**src/rtl/wishbone_pkg.sv**
```systemverilog
// Shared Wishbone definitions: bus widths, bridge FSM encodings and the
// data value returned with an error termination.
package wishbone_pkg;

  localparam int WB_DATA_WIDTH = 32;
  localparam int WB_SEL_WIDTH  = 4;

  localparam logic [WB_DATA_WIDTH-1:0] WB_ERR_DATA = '0;

  localparam logic [1:0] ST_IDLE = 2'd0;
  localparam logic [1:0] ST_BUSY = 2'd1;
  localparam logic [1:0] ST_RESP = 2'd2;
  localparam logic [1:0] ST_ERR  = 2'd3;

endpackage : wishbone_pkg

```
**src/rtl/wishbone_timeout_counter.sv**
```systemverilog
// Clearable, enabled up-counter that saturates at LIMIT-1 and flags that
// terminal count; used to bound how long a slave may take to respond.
module wishbone_timeout_counter #(
  parameter int LIMIT = 16
) (
  input  logic in_clock,
  input  logic in_reset_n,
  input  logic clear,
  input  logic enable,
  output logic terminal
);

  localparam int CNT_W = $clog2(LIMIT);
  localparam logic [CNT_W-1:0] LAST = CNT_W'(LIMIT - 1);

  logic [CNT_W-1:0] count_q;

  // NOTE: state registers use non-blocking assignments so every flop
  // samples the pre-edge values of its neighbours.
  always_ff @(posedge in_clock or negedge in_reset_n) begin
    if (!in_reset_n) begin
      count_q <= '0;
    end else if (clear) begin
      count_q <= '0;
    end else if (enable && (count_q != LAST)) begin
      count_q <= count_q + 1'b1;
    end
  end

  assign terminal = (count_q == LAST);

endmodule : wishbone_timeout_counter

```
**src/rtl/wishbone_register_bank_bridge.sv**
```systemverilog
// Single-master Wishbone classic bridge: decodes a request onto one of
// NUM_SLAVES register slaves and returns a registered one-cycle ack or err.
module wishbone_register_bank_bridge
  import wishbone_pkg::*;
#(
  parameter int          NUM_SLAVES     = 4,
  parameter int          SEL_BITS       = 2,
  parameter logic [31:0] BASE_ADDR      = 32'h3000_0000,
  parameter logic [31:0] BASE_MASK      = 32'hFFFF_FFF0,
  parameter int          TIMEOUT_CYCLES = 16
) (
  input  logic                              in_clock,
  input  logic                              in_reset_n,
  input  logic                              in_wb_cyc,
  input  logic                              in_wb_stb,
  input  logic                              in_wb_we,
  input  logic [31:0]                       in_wb_adr,
  input  logic [WB_SEL_WIDTH-1:0]           in_wb_sel,
  input  logic [WB_DATA_WIDTH-1:0]          in_wb_dat,
  output logic                              out_wb_ack,
  output logic                              out_wb_err,
  output logic [WB_DATA_WIDTH-1:0]          out_wb_dat,
  output logic [NUM_SLAVES-1:0]             out_s_cyc,
  output logic [NUM_SLAVES-1:0]             out_s_stb,
  output logic                              out_s_we,
  output logic [WB_SEL_WIDTH-1:0]           out_s_sel,
  output logic [WB_DATA_WIDTH-1:0]          out_s_dat,
  input  logic [NUM_SLAVES-1:0]             in_s_ack,
  input  logic [WB_DATA_WIDTH*NUM_SLAVES-1:0] in_s_dat
);

  logic [1:0]               state_q, state_d;
  logic [SEL_BITS-1:0]      idx_q, req_idx, strobe_idx;
  logic                     req, req_hit, slave_ack, tmo_terminal;
  logic [WB_DATA_WIDTH-1:0] slave_dat;
  logic [NUM_SLAVES-1:0]    strobe_d;

  assign req     = in_wb_cyc & in_wb_stb;
  assign req_idx = in_wb_adr[SEL_BITS+1:2];
  assign req_hit = ((in_wb_adr & BASE_MASK) == BASE_ADDR) &&
                   (int'(req_idx) < NUM_SLAVES);

  // Only the addressed slave's ack and data are observed.
  always_comb begin
    // NOTE: defaults first so no path through the block leaves a latch.
    slave_ack = 1'b0;
    slave_dat = '0;
    for (int k = 0; k < NUM_SLAVES; k++) begin
      if (int'(idx_q) == k) begin
        slave_ack = in_s_ack[k];
        slave_dat = in_s_dat[k*WB_DATA_WIDTH +: WB_DATA_WIDTH];
      end
    end
  end

  always_comb begin
    state_d = state_q;
    case (state_q)
      ST_IDLE: if (req) state_d = req_hit ? ST_BUSY : ST_ERR;
      ST_BUSY: begin
        if (!in_wb_cyc)        state_d = ST_IDLE;
        else if (slave_ack)    state_d = ST_RESP;
        else if (tmo_terminal) state_d = ST_ERR;
      end
      default: state_d = ST_IDLE;
    endcase
  end

  // The slave strobe is driven from next state so it drops on the ack edge.
  always_comb begin
    strobe_idx = (state_q == ST_IDLE) ? req_idx : idx_q;
    strobe_d   = '0;
    for (int k = 0; k < NUM_SLAVES; k++) begin
      strobe_d[k] = (state_d == ST_BUSY) && (int'(strobe_idx) == k);
    end
  end

  always_ff @(posedge in_clock or negedge in_reset_n) begin
    if (!in_reset_n) begin
      state_q    <= ST_IDLE;
      idx_q      <= '0;
      out_s_cyc  <= '0;
      out_s_stb  <= '0;
      out_s_we   <= 1'b0;
      out_s_sel  <= '0;
      out_s_dat  <= '0;
      out_wb_ack <= 1'b0;
      out_wb_err <= 1'b0;
      out_wb_dat <= '0;
    end else begin
      state_q    <= state_d;
      out_s_cyc  <= strobe_d;
      out_s_stb  <= strobe_d;
      out_wb_ack <= (state_d == ST_RESP);
      out_wb_err <= (state_d == ST_ERR);
      out_wb_dat <= ((state_d == ST_RESP) && !out_s_we) ? slave_dat : WB_ERR_DATA;
      if ((state_q == ST_IDLE) && req) begin
        idx_q     <= req_idx;
        out_s_we  <= in_wb_we;
        out_s_sel <= in_wb_sel;
        out_s_dat <= in_wb_dat;
      end
    end
  end

  wishbone_timeout_counter #(
    .LIMIT (TIMEOUT_CYCLES)
  ) u_timeout (
    .in_clock   (in_clock),
    .in_reset_n (in_reset_n),
    .clear      (state_q != ST_BUSY),
    .enable     (state_q == ST_BUSY),
    .terminal   (tmo_terminal)
  );

endmodule : wishbone_register_bank_bridge

```
**config.mk**
```make
export PLATFORM = sky130hd
export DESIGN_NAME = wishbone_register_bank_bridge
export DESIGN_NICKNAME = d
export VERILOG_FILES = /design/src/rtl/wishbone_pkg.sv /design/src/rtl/wishbone_timeout_counter.sv /design/src/rtl/wishbone_register_bank_bridge.sv
export SDC_FILE = /design/constraint.sdc
export NUM_CORES = 1
export LEC_CHECK = 0
export ABC_AREA = 0
export CORE_MARGIN = 4
export CORE_UTILIZATION = 37
export CTS_CLUSTER_DIAMETER = 80
export CTS_CLUSTER_SIZE = 24
export DETAILED_ROUTE_END_ITERATION = 8
export GPL_ROUTABILITY_DRIVEN = 1
export GPL_TIMING_DRIVEN = 1
export PLACE_DENSITY = 0.89
export SKIP_CTS_REPAIR_TIMING = 1
export SLEW_MARGIN = 0
export SYNTH_ARGS = -nofsm -noshare
export SYNTH_HDL_FRONTEND = slang
export SYNTH_SLANG_ARGS = --single-unit
```
**constraint.sdc**
```tcl
create_clock -name in_clock -period 4.8 [get_ports in_clock]
set_input_delay 0.48 -clock in_clock [delete_from_list [all_inputs] [get_ports in_clock]]
set_output_delay 0.48 -clock in_clock [all_outputs]
set_load 0.01 [all_outputs]
```
==> reports/metrics.yaml <==
drt:
  wl_per_cell_um: 18.8
  totalWireLength_um: 12700
  ant_nets: 0
  routed_via_density: 4.91
  drt_iter0_drc: 161
  drc: 0
  first_pass_iters: 4
  num_vias: 3325
cells_and_area:
  regArea_um2: 2080
  insertedDiodeCount: 0
  final_cell_area_um2: 7010
  final_util_pct: 68.2
  fin_nets: 742
  area_growth_pct: 80.7
  fillCellCount: 763
  instances_no_fill: 677
  layout-drive-gt1-share_pct: 17.4
  multi_input_comb_area_um2: 1700
synth:
  synth_top_area_cell: "dfrtp_1"
  ys.warnings.count: 0
  yosysSeqAreaShare_pct: 53.5
  synth_seq_cells: 83
  synth_fp_nets: 466
  ys_top_cells_by_area: "dfrtp_1 54%, mux4_2 19%, mux2_2 11%"
  async_reset_ff_share_pct: 100
  syn_area_um2: 3880
  synth_top_area_share_pct: 53.5
  synth.avg_cell_area_um2: 14.9
  yosysUniqueCellTypes: 30
  synthTopCellsByCount: "83 x dfrtp_1, 39 x mux2_2, 33 x mux4_2, 33 x nor2b_1, 12 x nor2_1"
  synth_ff_type: "dfrtp_1"
  syn_inst: 260
  synth.most_common_cell: "dfrtp_1"
  synth_edf_count: 0
clock_tree:
  cts.clk_slew.worst_paths_ns: 0.09
  cts-root-buf: "clkbuf_8"
  clock_sinks: 83
  clock_latency_ns: 0.33
  htreeDepth: 3
  cts_tree: "done"
  cts_inserted_buffers: 9
  cts_buffer_depth: 2
floorplanning:
  io-pin-count: 284
  start_util_pct: 37.8
  rows: 37
  die_x_um: 110
  die_h_um: 110
  dieArea_um2: 12200
  coreArea_um2: 10300
hold_path:
  hp-class: "primary input to async pin"
global_route:
  grt_pass1_vias: 3719
  track_usage_pct: 20.7
  antenna_found_initial: 0
  grt_max_degree: 84
  overflow: 0
  grt_pass1_wl_um: 20000
timing:
  tightest_slew_ns: 1.02
  finalSetupTns_ns: 0
  skew_ns: 0.00917
  whs_ns: 0.308
  slew-limit-headroom_pct: 32.3
  fmax_mhz: 379
  finalSetupViolations: 0
  worst_slack_ns: 2.16
  fin_crit_ns: 2.64
  rsz0062_at_grt: "no"
  post-route-period-util_pct: 55.0
  slew_viol_final: 0
  finalHoldViolCount: 0
power_and_ir_drop:
  p_total_mw: 2.32
  power_density_nw_per_um2: 330
  peakVddDrop_v: 0.000174
  p_leak_nw: 2.77
setup_path:
  crit_required_ns: 5.01
  critical_path.max_fanout: 38
  startpoint_type: "flip-flop"
  cp_cell_sequence: "buf_4 -> mux4_2 -> nor2b_1 -> nand2b_1 -> buf_4 -> nor2b_1"
  crit_type: "flip-flop to flip-flop"
  endpoint_kind: "flip-flop"
  cp_data_arrival_time_ns: 2.85
  cpLargestDelayFamily: "buffers and inverters"
  slowest_stage: "mux4_2"
  path_buf_inv: 2
  cpPeakStageDelay_ns: 0.64
placement:
  dp.cells: 661
  dpl_worst_slack_ns: 2.11
  port_buffers: 281
  dp_hpwl_um: 10600
  place.gp.congestion: 0.861
  dpl-instance-area_um2: 6800
flow_run:
  cap_violations: 0
run_status:
  status: "complete, no violations"
logic make-up after synthesis:
family,share of synthesized area [%]
flops,53.5
buf+inv,3.09
xor+xnor,0.226
fa+ha+maj,0.322
compound gates,1.61
simple gates,10.5
mux,30.7
routing by layer:
metal | routed length [um] | GRT usage, %
met5 | 0 | 0
met4 | 393 | 8.70
met3 | 899 | 5.21
met2 | 6870 | 37.9
met1 | 4560 | 22.7
cell usage in the layout (no fill, tap or decap), types with 2 or more instances in the layout:
master / n
nand2b_1: 3
inv_1: 2
nor3b_1: 2
a31oi_1: 5
nor3_1: 2
clkinv_4: 2
dfrtp_1: 82
bufinv_16: 2
nand4_1: 2
clkbuf_8: 9
nor2_1: 12
mux4_2: 33
clkdlybuf4s50_1: 280
nand3_1: 3
nor2b_1: 33
buf_4: 5
mux2_2: 39
nand2_1: 2
nor4_1: 6
o21ai_0: 2
path summary, 6_finish.rpt:
kind	cells past startpoint	endpoint	start	slack, ns
max in group asynchronous	1	idx_q[0]	in_reset_n	3.76
min in group in_clock	1	out_s_dat[5]	out_s_dat[5]	0.51
min reg2reg	1	out_s_dat[5]	out_s_dat[5]	0.51
min	1	out_wb_dat[28]	in_reset_n	0.31
max	6	out_wb_dat[30]	idx_q[0]	2.16
max reg2reg	6	out_wb_dat[30]	idx_q[0]	2.16
registers in the layout, summed over array words and instances (netlist names):
name / cells
out_s_we: 1
out_s_sel: 4
u_timeout.count_q: 4
out_wb_ack: 1
out_s_stb: 4
idx_q: 2
out_wb_err: 1
out_s_dat: 32
out_wb_dat: 32
state_q: 2
worst register-to-register path, delay by kind of cell (launching register included):
family | cells | cell delay, ns
flops | 1 | 0.34
mux | 1 | 0.65
simple gates | 3 | 0.68
buf+inv | 2 | 0.86
cell type report:
cell class / instances / share of cell area (%)
clock buffer: 10 / 1.82
inverter: 2 / 0.107
multi-input combinational: 155 / 24.2
tap: 136 / 2.43
sequential: 83 / 29.6
timing repair buffer: 285 / 40.5
clock inverter: 6 / 1.28
power breakdown:
| part | internal [mW] | switching [mW] |
|---|---|---|
| Combinational | 0.598 | 0.311 |
| Clock | 0.294 | 0.245 |
| Sequential | 0.811 | 0.0581 |
| Total | 1.70 | 0.614 |
Note: power is estimated with default switching activity, not from simulation.
